<file path="config.mk">
export PLATFORM = sky130hd
export DESIGN_NAME = rv32i_hazard_ctrl
export DESIGN_NICKNAME = d
export VERILOG_FILES = /design/src/rtl/rv32i_pkg.sv /design/src/rtl/rv32i_scoreboard.sv /design/src/rtl/rv32i_hazard_ctrl.sv
export SDC_FILE = /design/constraint.sdc
export NUM_CORES = 1
export LEC_CHECK = 0
export ABC_AREA = 1
export CORE_ASPECT_RATIO = 2
export CORE_UTILIZATION = 50
export CTS_CLUSTER_DIAMETER = 30
export DETAILED_ROUTE_END_ITERATION = 10
export GPL_TIMING_DRIVEN = 1
export HOLD_SLACK_MARGIN = 0.02
export PLACE_DENSITY = 0.88
export SLEW_MARGIN = 5
export SYNTH_ARGS = -nofsm -noshare
export SYNTH_HDL_FRONTEND = slang
export SYNTH_SLANG_ARGS = --single-unit
</file>
<file path="constraint.sdc">
create_clock -name clk -period 4.86 [get_ports clk]
set_input_delay 1.215 -clock clk [delete_from_list [all_inputs] [get_ports clk]]
set_output_delay 1.215 -clock clk [all_outputs]
set_load 0.02 [all_outputs]
</file>
<file path="src/rtl/rv32i_pkg.sv">
// Shared constants and types for the RV32I pipeline interlock controller.
// Holds the opcode-class and funct3 encodings, the controller state enum and the scoreboard counter type.
package rv32i_pkg;

  localparam logic [1:0] AR_TYPE = 2'd0;
  localparam logic [1:0] M_TYPE  = 2'd1;
  localparam logic [1:0] BR_TYPE = 2'd2;
  localparam logic [1:0] SH_TYPE = 2'd3;

  localparam logic [2:0] F3_ADD  = 3'b000;
  localparam logic [2:0] F3_SLL  = 3'b001;
  localparam logic [2:0] F3_SLT  = 3'b010;
  localparam logic [2:0] F3_XOR  = 3'b100;
  localparam logic [2:0] F3_SRL  = 3'b101;
  localparam logic [2:0] F3_OR   = 3'b110;
  localparam logic [2:0] F3_AND  = 3'b111;
  localparam logic [2:0] F3_BEQ  = 3'b000;
  localparam logic [2:0] F3_BNE  = 3'b001;
  localparam logic [2:0] F3_LW   = 3'b010;
  localparam logic [2:0] F3_SW   = 3'b010;

  localparam int SB_CNTW = 2;
  typedef logic [SB_CNTW-1:0] sb_cnt_t;

  typedef enum logic [1:0] {
    RUN    = 2'd0,
    FLUSH  = 2'd1,
    DRAIN  = 2'd2,
    HALTED = 2'd3
  } haz_state_t;

endpackage

</file>
<file path="src/rtl/rv32i_scoreboard.sv">
// Per-register count of in-flight writes for the RV32I interlock.
// x0 is never counted; simultaneous inc/dec of one register cancels, and a decrement at zero is ignored.
module rv32i_scoreboard
  import rv32i_pkg::*;
#(
  parameter int NREG = 32,
  parameter int CNTW = SB_CNTW
) (
  input  logic            clk,
  input  logic            RN,
  input  logic [4:0]      rd_a_idx,
  input  logic [4:0]      rd_b_idx,
  output logic [CNTW-1:0] rd_a_cnt,
  output logic [CNTW-1:0] rd_b_cnt,
  input  logic            inc_en,
  input  logic [4:0]      inc_idx,
  input  logic            dec_en,
  input  logic [4:0]      dec_idx,
  output logic [NREG-1:0] busy_vec,
  output logic            all_clear
);

  localparam logic [CNTW-1:0] CNT_MAX = '1;

  logic [CNTW-1:0] cnt [NREG];
  logic [NREG-1:0] inc_hit;
  logic [NREG-1:0] dec_hit;

  always_comb begin
    inc_hit = '0;
    dec_hit = '0;
    if (inc_en && inc_idx != 5'd0) inc_hit[inc_idx] = 1'b1;
    if (dec_en && dec_idx != 5'd0) dec_hit[dec_idx] = 1'b1;
  end

  always_ff @(posedge clk or negedge RN) begin
    if (!RN) begin
      for (int r = 0; r < NREG; r++) cnt[r] <= '0;
    end else begin
      for (int r = 0; r < NREG; r++) begin
        if (inc_hit[r] && !dec_hit[r] && cnt[r] != CNT_MAX)
          cnt[r] <= cnt[r] + 1'b1;
        else if (dec_hit[r] && !inc_hit[r] && cnt[r] != '0)
          cnt[r] <= cnt[r] - 1'b1;
      end
    end
  end

  assign rd_a_cnt = cnt[rd_a_idx];
  assign rd_b_cnt = cnt[rd_b_idx];

  always_comb begin
    busy_vec = '0;
    for (int r = 0; r < NREG; r++) busy_vec[r] = (cnt[r] != '0);
  end

  assign all_clear = ~|busy_vec;

endmodule

</file>
<file path="src/rtl/rv32i_hazard_ctrl.sv">
// Interlock and sequencing controller for the five-stage RV32I core (no forwarding).
// Optional performance counters are built only when RV32I_HAZ_PERF_EN is defined.
//
//   state  | meaning
//   RUN    | normal issue, stall on RAW hazard, branch-taken squash
//   FLUSH  | one cycle killing the instruction fetched before redirect
//   DRAIN  | issue stopped, waiting for all in-flight writes to retire
//   HALTED | pipeline empty, drained asserted until drain_req drops
module rv32i_hazard_ctrl
  import rv32i_pkg::*;
#(
  parameter int NREG  = 32,
  parameter int CNTW  = 2,
  parameter int PERFW = 16
) (
  input  logic             clk,
  input  logic             RN,
  input  logic             id_valid,
  input  logic [4:0]       id_rs1,
  input  logic [4:0]       id_rs2,
  input  logic             id_use_rs2,
  input  logic [4:0]       id_rd,
  input  logic             id_wr,
  input  logic             ex_br_taken,
  input  logic             wb_valid,
  input  logic [4:0]       wb_rd,
  input  logic             drain_req,
  output logic             stall,
  output logic             bubble,
  output logic             flush,
  output logic             issue,
  output logic             drained,
  output logic [NREG-1:0]  busy_vec,
  output logic [PERFW-1:0] stall_cycles,
  output logic [PERFW-1:0] flush_count
);

  haz_state_t      state;
  logic [CNTW-1:0] rs1_cnt;
  logic [CNTW-1:0] rs2_cnt;
  logic            all_clear;
  logic            haz;

  rv32i_scoreboard #(
    .NREG (NREG),
    .CNTW (CNTW)
  ) u_sb (
    .clk       (clk),
    .RN        (RN),
    .rd_a_idx  (id_rs1),
    .rd_b_idx  (id_rs2),
    .rd_a_cnt  (rs1_cnt),
    .rd_b_cnt  (rs2_cnt),
    .inc_en    (issue & id_wr),
    .inc_idx   (id_rd),
    .dec_en    (wb_valid),
    .dec_idx   (wb_rd),
    .busy_vec  (busy_vec),
    .all_clear (all_clear)
  );

  // A WB retiring this cycle still counts: the regfile only updates at the edge.
  assign haz = id_valid &
               (((id_rs1 != 5'd0) && (rs1_cnt != '0)) ||
                (id_use_rs2 && (id_rs2 != 5'd0) && (rs2_cnt != '0)));

  always_comb begin
    stall  = 1'b0;
    bubble = 1'b0;
    flush  = 1'b0;
    issue  = 1'b0;
    case (state)
      RUN: begin
        issue  = id_valid & ~haz & ~ex_br_taken;
        stall  = haz & ~ex_br_taken;
        bubble = (haz & ~ex_br_taken) | ex_br_taken;
        flush  = ex_br_taken;
      end
      FLUSH: begin
        flush  = 1'b1;
        bubble = 1'b1;
      end
      DRAIN, HALTED: begin
        stall  = 1'b1;
        bubble = 1'b1;
      end
      default: ;
    endcase
  end

  always_ff @(posedge clk or negedge RN) begin
    if (!RN) begin
      state   <= RUN;
      drained <= 1'b0;
    end else begin
      case (state)
        RUN: begin
          if (ex_br_taken)    state <= FLUSH;
          else if (drain_req) state <= DRAIN;
        end
        FLUSH: state <= drain_req ? DRAIN : RUN;
        DRAIN: begin
          if (!drain_req) begin
            state <= RUN;
          end else if (all_clear) begin
            state   <= HALTED;
            drained <= 1'b1;
          end
        end
        HALTED: begin
          if (!drain_req) begin
            state   <= RUN;
            drained <= 1'b0;
          end
        end
        default: begin
          state   <= RUN;
          drained <= 1'b0;
        end
      endcase
    end
  end

`ifdef RV32I_HAZ_PERF_EN
  logic [PERFW-1:0] stall_q;
  logic [PERFW-1:0] flush_q;

  always_ff @(posedge clk or negedge RN) begin
    if (!RN) begin
      stall_q <= '0;
      flush_q <= '0;
    end else begin
      if (state == RUN && stall && stall_q != '1)       stall_q <= stall_q + 1'b1;
      if (state == RUN && ex_br_taken && flush_q != '1) flush_q <= flush_q + 1'b1;
    end
  end

  assign stall_cycles = stall_q;
  assign flush_count  = flush_q;
`else
  assign stall_cycles = '0;
  assign flush_count  = '0;
`endif

endmodule
</file>
# After elaboration in Yosys (flattened, before gate mapping)
# Cells that the tools add are included.
dict set report word_totals {
  in_bits 28
  register_bits 67
  word_cells 522
  ram_bits 0
  n_memories 0
  mem_bits_ro 0
  latch_bits 0
}
dict set report op_classes {
  reduce_logical 277
  order_cmp 6
  bitwise 10
  mux 91
  n_eq_ne 40
  n_shift 0
  multipliers 0
  div_mod_pow 0
  addsub 64
}
# cell n
set ops {}
lappend ops {{two-way mux 2 bit} 74}
lappend ops {{logical AND 1 bit} 135}
lappend ops {{nonzero test 2 bit} 67}
lappend ops {{inequality test 2 bit (second input constant)} 35}
lappend ops {{adder 2 x 1 -> 2 bit (second input constant)} 32}
lappend ops {{zero test 1 bit} 64}
lappend ops {{two-way mux 32 bit} 2}
lappend ops {{subtractor 2 x 1 -> 2 bit (second input constant)} 32}
lappend ops {{OR reduction 32 bit} 1}
lappend ops {{binary-select mux 2 bit (select 5 bit)} 2}
lappend ops {{nonzero test 5 bit} 4}
lappend ops {{greater-or-equal comparator 6 bit (second input constant)} 2}
lappend ops {{less-than comparator 5 x 6 -> 1 bit (second input constant)} 2}
lappend ops {{NOT 5 -> 6 bit} 2}
lappend ops {{demux 1 bit (select 5 bit)} 2}
lappend ops {{greater-or-equal comparator 5 x 1 -> 1 bit (second input constant)} 2}
lappend ops {{case mux 1 bit (2 select lines)} 4}
lappend ops {{case mux 2 bit (4 select lines)} 1}
lappend ops {{two-way mux 1 bit} 6}
lappend ops {{inequality test 3 bit (second input constant)} 2}
lappend ops {{AND 1 bit} 5}
lappend ops {{== test 2 bit (second input constant)} 2}
lappend ops {{AND reduction 4 bit} 1}
lappend ops {{AND reduction 3 bit} 1}
lappend ops {{other kinds (7)} 8}

# Longest topological paths before layout
# Gate-level depths: netlist (run 1).
dict set report depth {
  word_depth 20
  ltp_mapped 19
  ltp_nobuf 18
}

# Modules after synthesis
# A second synthesis (run 1) with hierarchy kept.
dict set report unflattened {
  cells_unflattened 991
  hier_area_um2 5826.8
}
# module instances cells_each area_per_inst_um2 seq_area_each_um2
set modules_own_cells {}
lappend modules_own_cells {rv32i_scoreboard 1 906 5277.6 1601.5}
lappend modules_own_cells {rv32i_hazard_ctrl 1 85 549.3 75.1}

# Worst setup path after synthesis (run 1)
# Ideal clock, no wire load.
dict set report synth_path {
  path_type {in2out}
  from {input port id_rs1[0]}
  to {output port stall}
  t_arrival_ns 2.475
  setup_slack_ns 1.170
  path_buffers 1
  stages 14
  t_required_ns 3.645
  path_cell_list {buf_4 -> nor2_2 -> inv_2 -> nor2_1 -> nor2_1 -> nand3_1 -> nand3_1 -> nand2_1 -> nand2_1 -> nand2_1 -> inv_2 -> nand2_1 -> nand2_1 -> a21oi_1}
}
dict set report synth_between {
  elab_chain_len 10
  word_cells_on_any_way 11
  cone_classes {4 x mux; 3 x bitwise; 4 x reduce/logical}
}
# element line_no
set synth_rtl {}
lappend synth_rtl {{start: declaration} rv32i_hazard_ctrl.sv:19} ;# input logic [4:0] id_rs1,
lappend synth_rtl {{NOT 5 -> 6 bit (not written as such)} rv32i_scoreboard.sv:49} ;# assign rd_a_cnt = cnt[rd_a_idx];
lappend synth_rtl {{binary-select mux 2 bit (select 5 bit)} rv32i_scoreboard.sv:49}
lappend synth_rtl {{two-way mux 2 bit (not written as such) (2 in series)} rv32i_scoreboard.sv:49}
lappend synth_rtl {{nonzero test 2 bit} rv32i_hazard_ctrl.sv:64} ;# (((id_rs1 != 5'd0) && (rs1_cnt != '0)) ||
lappend synth_rtl {{logical AND 1 bit *} rv32i_hazard_ctrl.sv:64}
lappend synth_rtl {{logical OR 1 bit *} rv32i_hazard_ctrl.sv:64}
lappend synth_rtl {{AND 1 bit *} rv32i_hazard_ctrl.sv:63} ;# assign haz = id_valid &
lappend synth_rtl {{AND 1 bit *} rv32i_hazard_ctrl.sv:75} ;# stall = haz & ~ex_br_taken;
lappend synth_rtl {{case mux 1 bit (2 select lines) *} rv32i_hazard_ctrl.sv:72} ;# case (state)
lappend synth_rtl {{end: declaration} rv32i_hazard_ctrl.sv:28} ;# output logic stall,
# Mark *: on every way between the ends. The rest lies on a longest branch, timed or not. The select of a mux whose other input is x is not followed.

# Final worst setup path (run 1)
dict set report layout_path {
  from {input port id_rs2[1]}
  to {output port bubble}
}
dict set report layout_between {
  elab_chain_len 11
  word_cells_on_any_way 13
  cone_classes {4 x mux; 4 x bitwise; 5 x reduce/logical}
}
# element line_no
set layout_rtl {}
lappend layout_rtl {{start: declaration} rv32i_hazard_ctrl.sv:20} ;# input logic [4:0] id_rs2,
lappend layout_rtl {{NOT 5 -> 6 bit (not written as such)} rv32i_scoreboard.sv:50} ;# assign rd_b_cnt = cnt[rd_b_idx];
lappend layout_rtl {{binary-select mux 2 bit (select 5 bit)} rv32i_scoreboard.sv:50}
lappend layout_rtl {{two-way mux 2 bit (not written as such) (2 in series)} rv32i_scoreboard.sv:50}
lappend layout_rtl {{nonzero test 2 bit} rv32i_hazard_ctrl.sv:65} ;# (id_use_rs2 && (id_rs2 != 5'd0) && (rs2_cnt != '0)));
lappend layout_rtl {{logical AND 1 bit *} rv32i_hazard_ctrl.sv:65}
lappend layout_rtl {{logical OR 1 bit *} rv32i_hazard_ctrl.sv:64}
lappend layout_rtl {{AND 1 bit *} rv32i_hazard_ctrl.sv:63}
lappend layout_rtl {{AND 1 bit *} rv32i_hazard_ctrl.sv:76} ;# bubble = (haz & ~ex_br_taken) | ex_br_taken;
lappend layout_rtl {{bitwise OR 1 bit *} rv32i_hazard_ctrl.sv:76}
lappend layout_rtl {{case mux 1 bit (2 select lines) *} rv32i_hazard_ctrl.sv:72}
lappend layout_rtl {{end: declaration} rv32i_hazard_ctrl.sv:29} ;# output logic bubble,
# Marks and branches as above.

==> results of run 1 <==
## logic make-up (layout without fill, tap and decap cells)
group / Yosys count / count (layout) / synth area share [%]
AOI/OAI and AO/OA: 49 / 49 / 4.78
DFF: 67 / 67 / 29.9
buffers and inverters: 200 / 240 / 16.2
other: 1 / 32 / 0.0670
and+or+nand+nor: 649 / 649 / 49.0
## registers in the layout (all words and copies together) (netlist names)
name      cells
state         2
u_sb.cnt     64
drained       1
## power breakdown
part,internal (W),switching (W)
Sequential,0.000615,0.0000573
Combinational,0.000234,0.000435
Clock,0.000426,0.000266
Total,0.00127,0.000758
## cell usage after synthesis (all sizes together)
cell	number	share of area (%)
inv	153	10
nand2	336	23
nor4	4	0.45
a31oi	2	0.22
a31o	1	0.16
a21oi	36	3.2
nand3	142	13
nor3	5	0.45
buf	45	5.8
conb	1	0.067
nor2	125	8.7
clkbuf	2	0.13
o31ai	4	0.54
dfrtp	67	30
o221a	1	0.20
nand4	36	4.0
or2	1	0.11
o21ai	5	0.45
## area by class of cell
cell class                 count  area share [%]
inverter                     153            8.74
multi-input combinational    730            47.5
clock buffer                  11            3.83
timing repair buffer          71            10.9
tap                          140            2.65
clock inverter                 5           0.929
sequential                    67            25.4
## worst max-delay path by stage
| stage | startpoint | endpoint | slack [ns] |
|---|---|---|---|
| final | id_rs2[1] | bubble | 0.23 |
| after CTS | id_rs1[0] | stall | 0.14 |
| after global placement | id_rs1[0] | stall | 0.18 |
| after global routing | id_rs2[1] | bubble | 0.05 |
| after floorplan | id_rs1[0] | stall | 1.17 |
| after detailed placement | id_rs1[0] | stall | 0.15 |
## through the flow
stage,std cells,power [W],hold WS (ns),worst slack (ns),util (%)
final,1177,0.00203,0.400,0.229,60.7
after global routing,1177,0.00214,0.411,0.0502,60.7
after CTS,1177,0.00203,0.403,0.140,60.5
after detailed placement,1161,0.00134,0.387,0.151,57.7
after global placement,1161,0.00133,0.401,0.184,57.7
after floorplan,997,0.00108,0.437,1.17,-
## routing by layer
layer / vias up / share of wire, %
met3: 115 / 7.4
li1: 3127 / -
met4: 0 / 9.2
met5: - / 0
met1: 2877 / 35
met2: 355 / 49
## repair_timing
item,in CTS,in global routing
resized for setup,0,5
hold buffers,0,0
setup endpoints to repair,0,3
==> flow_summary.toml, run 1 <==
[outcome]
status = "finished, final reports clean"

[timing]
setup_viol_count_final = 0
tns_ns = 0
drv_slew = 0
skew_ns = 0.0101
worst_pin_slew_ns = 0.893
rsz0062_at_grt = "false"
fin_crit_ns = 4.63
max_clock_freq_ghz = 0.216
hold_viol = 0
relSlewSlack_pct = 40.4
period_share_pct = 95.3

[hold_path]
worstHoldPathType = "reg2reg"
hp-start = "u_sb.cnt[62]$_DFFE_PN0P_"
hold_depth = 0
min_to = "u_sb.cnt[62]$_DFFE_PN0P_"

[power]
ir_worst_vdd_mv = 0.196
power.density_mw_per_mm2 = 308
p_leak_nw = 3.23

[grt]
grt-ovfl-total = 0
grt_antenna_before_repair = 0
grt_pass1_vias = 6044
use_met1_pct = 29.6
use_met2_pct = 53.6
grt_pass1_wl_mm = 27.3
grt_use_met3_pct = 5.57
grt_busiest_layer = "met2"
grt_max_degree = 68
grt_util_all_layers_pct = 30.0

[critical_path]
path_buf_inv = 3
crit_chain = "clkdlybuf4s50_1 -> buf_4 -> nand2_1 -> nand3_1 -> nand3_1 -> nand2_1 -> nand2_1 -> nand3_1 -> nand3_1 -> nand2_1 -> nand2_1 -> nand3_1 -> clkdlybuf4s50_1"
critPathLaunchType = "input pin"
cpPeakStageDelay_ns = 0.60
path_depth = 13
cp_top_family = "buffers and inverters"
rr_worst_depth = 15
rr_endpoint = "u_sb.cnt[14]$_DFFE_PN0P_"
r2r-start = "u_sb.cnt[18]$_DFFE_PN0P_"
rrSetupSlack_ns = 2.10
required_ns = 3.64
cp.arrival_ns = 3.42
crit_path_end_kind = "output port"
worst-path-max-fanout = 13
worst_path_max_delay_cell = "clkdlybuf4s50_1"
crit_type = "in2out"

[cts]
path_clk_slew_ns = 0.06
cts.sinks = 67
htree_levels = 3
cts_buffers = 9
cts_setup_buffers = 0
ctsLongestPathBuffers = 2
tritoncts = "yes"
clk_latency_ns = 0.35
cts_root_buf = "clkbuf_16"

[cells_and_area]
mostFrequentLayoutCells = "nand2_1 (336), inv_1 (145), nand3_1 (141)"
antennaDiodeCount = 0
final_common_cell = "nand2_1"
multi_input_area_mm2 = 0.00314
syn_to_final_growth_pct = 17.9
drive_gt1_share_pct = 3.95
fin_nets = 1060
fin_area_mm2 = 0.00660
nFillCells = 1052
ff_latch_area_mm2 = 0.00168

[yosys]
synth-seq-cells = 67
syn_area_mm2 = 0.00560
syn_inst = 966
synth_seq_area_share_pct = 29.9
synth_area_per_cell_um2 = 5.80
yosysWarnings = 0
synth_cell_types = 24

[die]
die_h_um = 152
ios = 97
initial_core_util_pct = 51.5
dieArea_mm2 = 0.0117
coreArea_mm2 = 0.0109
num_rows = 54
die_w_um = 76.8

[route]
route.detailed.drc = 0
wl_mm = 16.6
final_antenna_net_count = 0
first_pass_iters = 8
num_vias = 6474
via_per_inst = 5.50
post_drt_wl_per_cell_um = 14.1
first_iter_violations = 524

[placement]
dpl.hpwl_mm = 12.7
numPortBuffers = 64
place_congestion = 0.982
place_area_mm2 = 0.00627

[run]
drv_cap = 0
Power figures use the tool's default switching activity.
==> run 2, diff against run 1 <==
--- a/config.mk
+++ b/config.mk
@@ -5,7 +5,6 @@
 export SDC_FILE = /design/constraint.sdc
 export NUM_CORES = 1
 export LEC_CHECK = 0
-export ABC_AREA = 1
 export CORE_ASPECT_RATIO = 2
 export CORE_UTILIZATION = 50
 export CTS_CLUSTER_DIAMETER = 30
==> flow_summary.toml, run 2 <==
[outcome]
status = "finished, final reports clean"

[run]
drv_cap = 0

[timing]
drv_slew = 0
rsz0062_at_grt = "true"
max_clock_freq_ghz = 0.210
fin_crit_ns = 4.77
setup_slack_ns = 0.0885
hold_viol = 0
worst_pin_slew_ns = 0.928
relSlewSlack_pct = 38.0
setup_viol_count_final = 0
skew_ns = 0.0110
period_share_pct = 98.2

[power]
power.density_mw_per_mm2 = 262
ir_worst_vdd_mv = 0.226
p_leak_nw = 3.09

[critical_path]
worst-path-max-fanout = 5
crit_path_end_kind = "output port"
r2r-start = "u_sb.cnt[37]$_DFFE_PN0P_"
critPathLaunchType = "input pin"
required_ns = 3.64
path_buf_inv = 3
rrSetupSlack_ns = 1.19
rr_endpoint = "u_sb.cnt[24]$_DFFE_PN0P_"
cpPeakStageDelay_ns = 0.55
crit_chain = "dlygate4sd2_1 -> mux4_2 -> a2111oi_2 -> a311oi_4 -> or2_2 -> nor3_1 -> buf_4 -> buf_2"
rr_worst_depth = 13
worst_path_max_delay_cell = "mux4_2"
cp.arrival_ns = 3.56
cp_top_family = "compound AO/OA/AOI/OAI gates"
crit_type = "in2out"

[cts]
tritoncts = "yes"
path_clk_slew_ns = 0.06
cts_buffers = 9
clk_latency_ns = 0.35
hold_buffers = 0
htree_levels = 3
ctsLongestPathBuffers = 2
cts.sinks = 67
cts_root_buf = "clkbuf_16"

[route]
wl_mm = 17.8
first_pass_iters = 6
post_drt_wl_per_cell_um = 19.2
route.detailed.drc = 0
num_vias = 5901
final_antenna_net_count = 0
via_per_inst = 6.37
first_iter_violations = 578

[grt]
grt-ovfl-total = 0
grt_util_all_layers_pct = 31.1
grt_use_met3_pct = 5.72
use_met1_pct = 32.9
grt_busiest_layer = "met2"
grt_max_degree = 36
grt_pass1_wl_mm = 28.8
grt_pass1_vias = 5793
use_met2_pct = 52.8
grt_antenna_before_repair = 0

[yosys]
synth_area_leaders = "dfrtp_1 (29%), nor2_1 (5.9%), mux4_2 (5.0%), mux2i_1 (4.5%), buf_4 (4.3%)"
synth-seq-cells = 67
yosysWarnings = 0
synth_area_per_cell_um2 = 8.22
ys.flop_type = "dfrtp_1"
yosys-top-cells-count = "nor2_1 (92), dfrtp_1 (67), nand2_1 (54)"
syn_area_mm2 = 0.00582
syn_inst = 708
yosysMostFrequentCell = "nor2_1"
async_flop_share_pct = 100
synth_cell_types = 70
synth_top_cell_by_area = "dfrtp_1"
synth_edf_count = 0
synth_top_area_share_pct = 28.8
synth_seq_area_share_pct = 28.8

[cells_and_area]
reg.largest.list = "u_sb.cnt (64), state (2), drained (1)"
final_common_cell = "nor2_1"
fin_nets = 808
fin_area_mm2 = 0.00697
largest-register = "u_sb.cnt"
largest_reg_flops = 64
antennaDiodeCount = 0
fin_util_pct = 61.4
mostFrequentLayoutCells = "nor2_1 (92), dfrtp_1 (67), nand2_1 (54), clkdlybuf4s50_1 (54), inv_1 (47)"
nFillCells = 966
syn_to_final_growth_pct = 19.7
drive_gt1_share_pct = 16.2

[hold_path]
worstHoldPathType = "reg2reg"
min_to = "u_sb.cnt[62]$_DFFE_PN0P_"
hp-start = "u_sb.cnt[62]$_DFFE_PN0P_"
hold_depth = 0

[die]
dieArea_mm2 = 0.0121
die_h_um = 155
initial_core_util_pct = 51.3
coreArea_mm2 = 0.0114
num_rows = 55
die_w_um = 78.3
ios = 97

[placement]
dpl.hpwl_mm = 13.0
place_area_mm2 = 0.00657
place_congestion = 0.969
pre_cts_ws_ns = -0.687
numPortBuffers = 64
[run 2: logic make-up (layout without fill, tap and decap cells)]
group	count (synthesis)	after routing	share of synthesized area, %
compound gates	136	136	16.6
xor+xnor	1	1	0.151
buf+inv	115	161	10.1
flops	67	67	28.8
mux	55	55	12.6
other cells	1	32	0.0644
simple gates	333	333	31.6
[run 2: report_power, final]
part           internal [W]  switching, W  total (W)
Combinational      0.000179      0.000282   0.000461
Sequential         0.000591     0.0000388   0.000630
Clock              0.000463      0.000272   0.000735
[run 2: repair_timing]
action | CTS | global route
setup buffers | 3 | 0
pin swaps | 3 | 2
gates cloned | 0 | 0
gates resized for setup | 26 | 6
hold endpoints to repair | 0 | 0
setup endpoints to repair | 3 | 3
[run 2: per-stage QoR]
stage	instances	total power, W	TNS [ns]	hold slack [ns]
final	927	0.00183	0	0.380
after global routing	927	0.00189	-0.0380	0.388
after CTS	927	0.00181	0	0.381
after detailed placement	908	0.00108	-1.97	0.369
after global placement	908	0.00107	-1.85	0.365
after floorplan	739	0.000925	0	0.430
[run 2: area by class of cell]
cell class | instances | area [um2] | area share (%)
multi-input cells | 557 | 3730 | 53.6
flip-flops and latches | 67 | 1680 | 24.1
repair buffers | 95 | 865 | 12.4
clock buffers | 10 | 239 | 3.43
inverters | 50 | 188 | 2.69
well taps | 142 | 178 | 2.55
clock inverters | 6 | 88.8 | 1.28
[run 2: worst max-delay path by stage]
stage / from / end / slack, ns / depth (start not counted)
2_1_floorplan: id_rs2[1] / stall / 0.01 / 6
3_3_place_gp: id_rs2[1] / issue / -0.65 / 8
3_5_place_dp: id_rs1[1] / bubble / -0.69 / 8
4_1_cts: id_rs1[2] / bubble / 0.009 / 9
5_1_grt: id_rs2[1] / issue / -0.04 / 8
6_report: id_rs2[1] / issue / 0.09 / 8
[run 2: routing by layer]
| metal | vias to the layer above | share of wire (%) |
|---|---|---|
| met3 | 112 | 6.6 |
| met5 | - | 0 |
| met1 | 2820 | 34 |
| met4 | 0 | 8.3 |
| li1 | 2636 | - |
| met2 | 333 | 51 |
==> run 3, diff against run 2 <==
==> constraint.sdc (replaced) <==
create_clock -name clk -period 6 [get_ports clk]
set_input_delay 1.5 -clock clk [delete_from_list [all_inputs] [get_ports clk]]
set_output_delay 1.5 -clock clk [all_outputs]
set_load 0.005 [all_outputs]
==> flow_summary.toml, run 3 (synthesis results as in run 2) <==
[cells_and_area]
reg.largest.list = "u_sb.cnt (64), state (2), drained (1)"
largest-register = "u_sb.cnt"
mostFrequentLayoutCells = "nor2_1 (92), dfrtp_1 (67), clkdlybuf4s50_1 (63)"
fin_area_mm2 = 0.00684
syn_to_final_growth_pct = 17.5
fin_nets = 795
drive_gt1_share_pct = 14.3
largest_reg_flops = 64
final_common_cell = "nor2_1"
fin_util_pct = 60.2
nFillCells = 1012
antennaDiodeCount = 0

[run]
drv_cap = 0

[critical_path]
crit_path_end_kind = "output port"
worst_path_max_delay_cell = "clkdlybuf4s50_1"
cpPeakStageDelay_ns = 0.58
crit_chain = "clkdlybuf4s50_1 -> mux4_2 -> a2111oi_2 -> a311oi_2 -> or2_2 -> nor3_1 -> buf_4 -> clkdlybuf4s50_1"
crit_type = "in2out"
cp.arrival_ns = 4.44
cpMostUsedCell = "clkdlybuf4s50_1"
worst-path-max-fanout = 5
critPathLaunchType = "input pin"
required_ns = 4.50

[cts]
cts.sinks = 67
path_clk_slew_ns = 0.05
tritoncts = "yes"
htree_levels = 3
ctsLongestPathBuffers = 2
hold_buffers = 0
clk_latency_ns = 0.35
cts_root_buf = "clkbuf_16"
cts_buffers = 9

[outcome]
status = "finished, final reports clean"

[grt]
grt-ovfl-total = 0
grt_max_degree = 68
grt_antenna_before_repair = 0
grt_util_all_layers_pct = 30.9
grt_pass1_wl_mm = 28.7
grt_pass1_vias = 5779

[die]
dieArea_mm2 = 0.0121
num_rows = 55
ios = 97
initial_core_util_pct = 51.3
die_h_um = 155
die_w_um = 78.3
coreArea_mm2 = 0.0114

[route]
post_drt_wl_per_cell_um = 19.4
final_antenna_net_count = 0
route.detailed.drc = 0
via_per_inst = 6.45
first_iter_violations = 557
num_vias = 5890
first_pass_iters = 5
wl_mm = 17.7

[timing]
tns_ns = 0
relSlewSlack_pct = 32.1
hold_viol = 0
drv_slew = 0
worst_pin_slew_ns = 1.02
skew_ns = 0.00753
fin_crit_ns = 5.94
max_clock_freq_ghz = 0.168
setup_viol_count_final = 0
whs_ns = 0.376
rsz0062_at_grt = "true"
period_share_pct = 99.0

[placement]
dpl.hpwl_mm = 13.0
numPortBuffers = 64
place_area_mm2 = 0.00649
place_congestion = 0.990

[power]
p_leak_nw = 2.98
ir_worst_vdd_mv = 0.158
power.density_mw_per_mm2 = 203
total_power_w = 0.00139

[hold_path]
worstHoldPathType = "reg2reg"
run 3: changes by cell type in the layout (fill, tap and decap cells not counted), moves of 3 or more:
cell and change:
clkdlybuf4s50_1 +9, dlymetal6s2s_1 -3, dlygate4sd2_1 -3, buf_4 -12, buf_2 -3
run 3: metal layers:
layer	track usage (%)	part of all wire, %	wire [um]
met1	31.9	33	5890
met2	50.9	50	8900
met3	7.49	7.5	1330
met4	27.7	9.0	1590
met5	0	0	0
run 3: final cells by class:
| cell class | instances | area, um2 | share of cell area [%] |
|---|---|---|---|
| clock inverters | 4 | 50.0 | 0.732 |
| inverters | 50 | 188 | 2.74 |
| flip-flops and latches | 67 | 1680 | 24.5 |
| multi-input cells | 557 | 3720 | 54.4 |
| clock buffers | 11 | 253 | 3.70 |
| well taps | 142 | 178 | 2.60 |
| repair buffers | 82 | 774 | 11.3 |
run 3: where the power goes:
part / total [W] / leakage (nW) / switching, W / internal (W)
Clock: 0.000548 / 0.144 / 0.000207 / 0.000341
Sequential: 0.000510 / 0.891 / 0.0000315 / 0.000479
Combinational: 0.000331 / 1.94 / 0.000190 / 0.000141
Total: 0.00139 / 2.98 / 0.000428 / 0.000961
run 3: critical path, delay by kind of cell:
kind            cells  cell delay (ns)
mux                 1             0.54
compound gates      2             0.60
simple gates        2             0.55
buf+inv             3             1.25
run 3: metrics by stage:
| stage | setup slack (ns) | cells |
|---|---|---|
| 3_5_place_dp | -0.107 | 897 |
| 6_report | 0.0581 | 913 |
| 5_1_grt | -0.00663 | 913 |
| 3_3_place_gp | -0.0233 | 897 |
| 4_1_cts | 0.0136 | 912 |
| 2_1_floorplan | 0.846 | 739 |
run 3: timing repair:
item | 4_1_cts | 5_1_grt
setup buffers | 0 | 1
endpoints found under the setup margin | 2 | 3
gates resized for setup | 3 | 7
pin swaps | 0 | 2
run 3: final timing paths:
path / start / to / slack, ns / depth (start not counted)
max in group asynchronous: RN / u_sb.cnt[34]$_DFFE_PN0P_ / 4.06 / 2
worst max register to register: u_sb.cnt[58]$_DFFE_PN0P_ / u_sb.cnt[16]$_DFFE_PN0P_ / 2.33 / 9
worst min register to register: u_sb.cnt[62]$_DFFE_PN0P_ / u_sb.cnt[62]$_DFFE_PN0P_ / 0.38 / 0
worst max-delay path: id_rs2[1] / issue / 0.06 / 8
min in group asynchronous: RN / u_sb.cnt[61]$_DFFE_PN0P_ / 1.35 / 2
worst min-delay path: u_sb.cnt[62]$_DFFE_PN0P_ / u_sb.cnt[62]$_DFFE_PN0P_ / 0.38 / 0
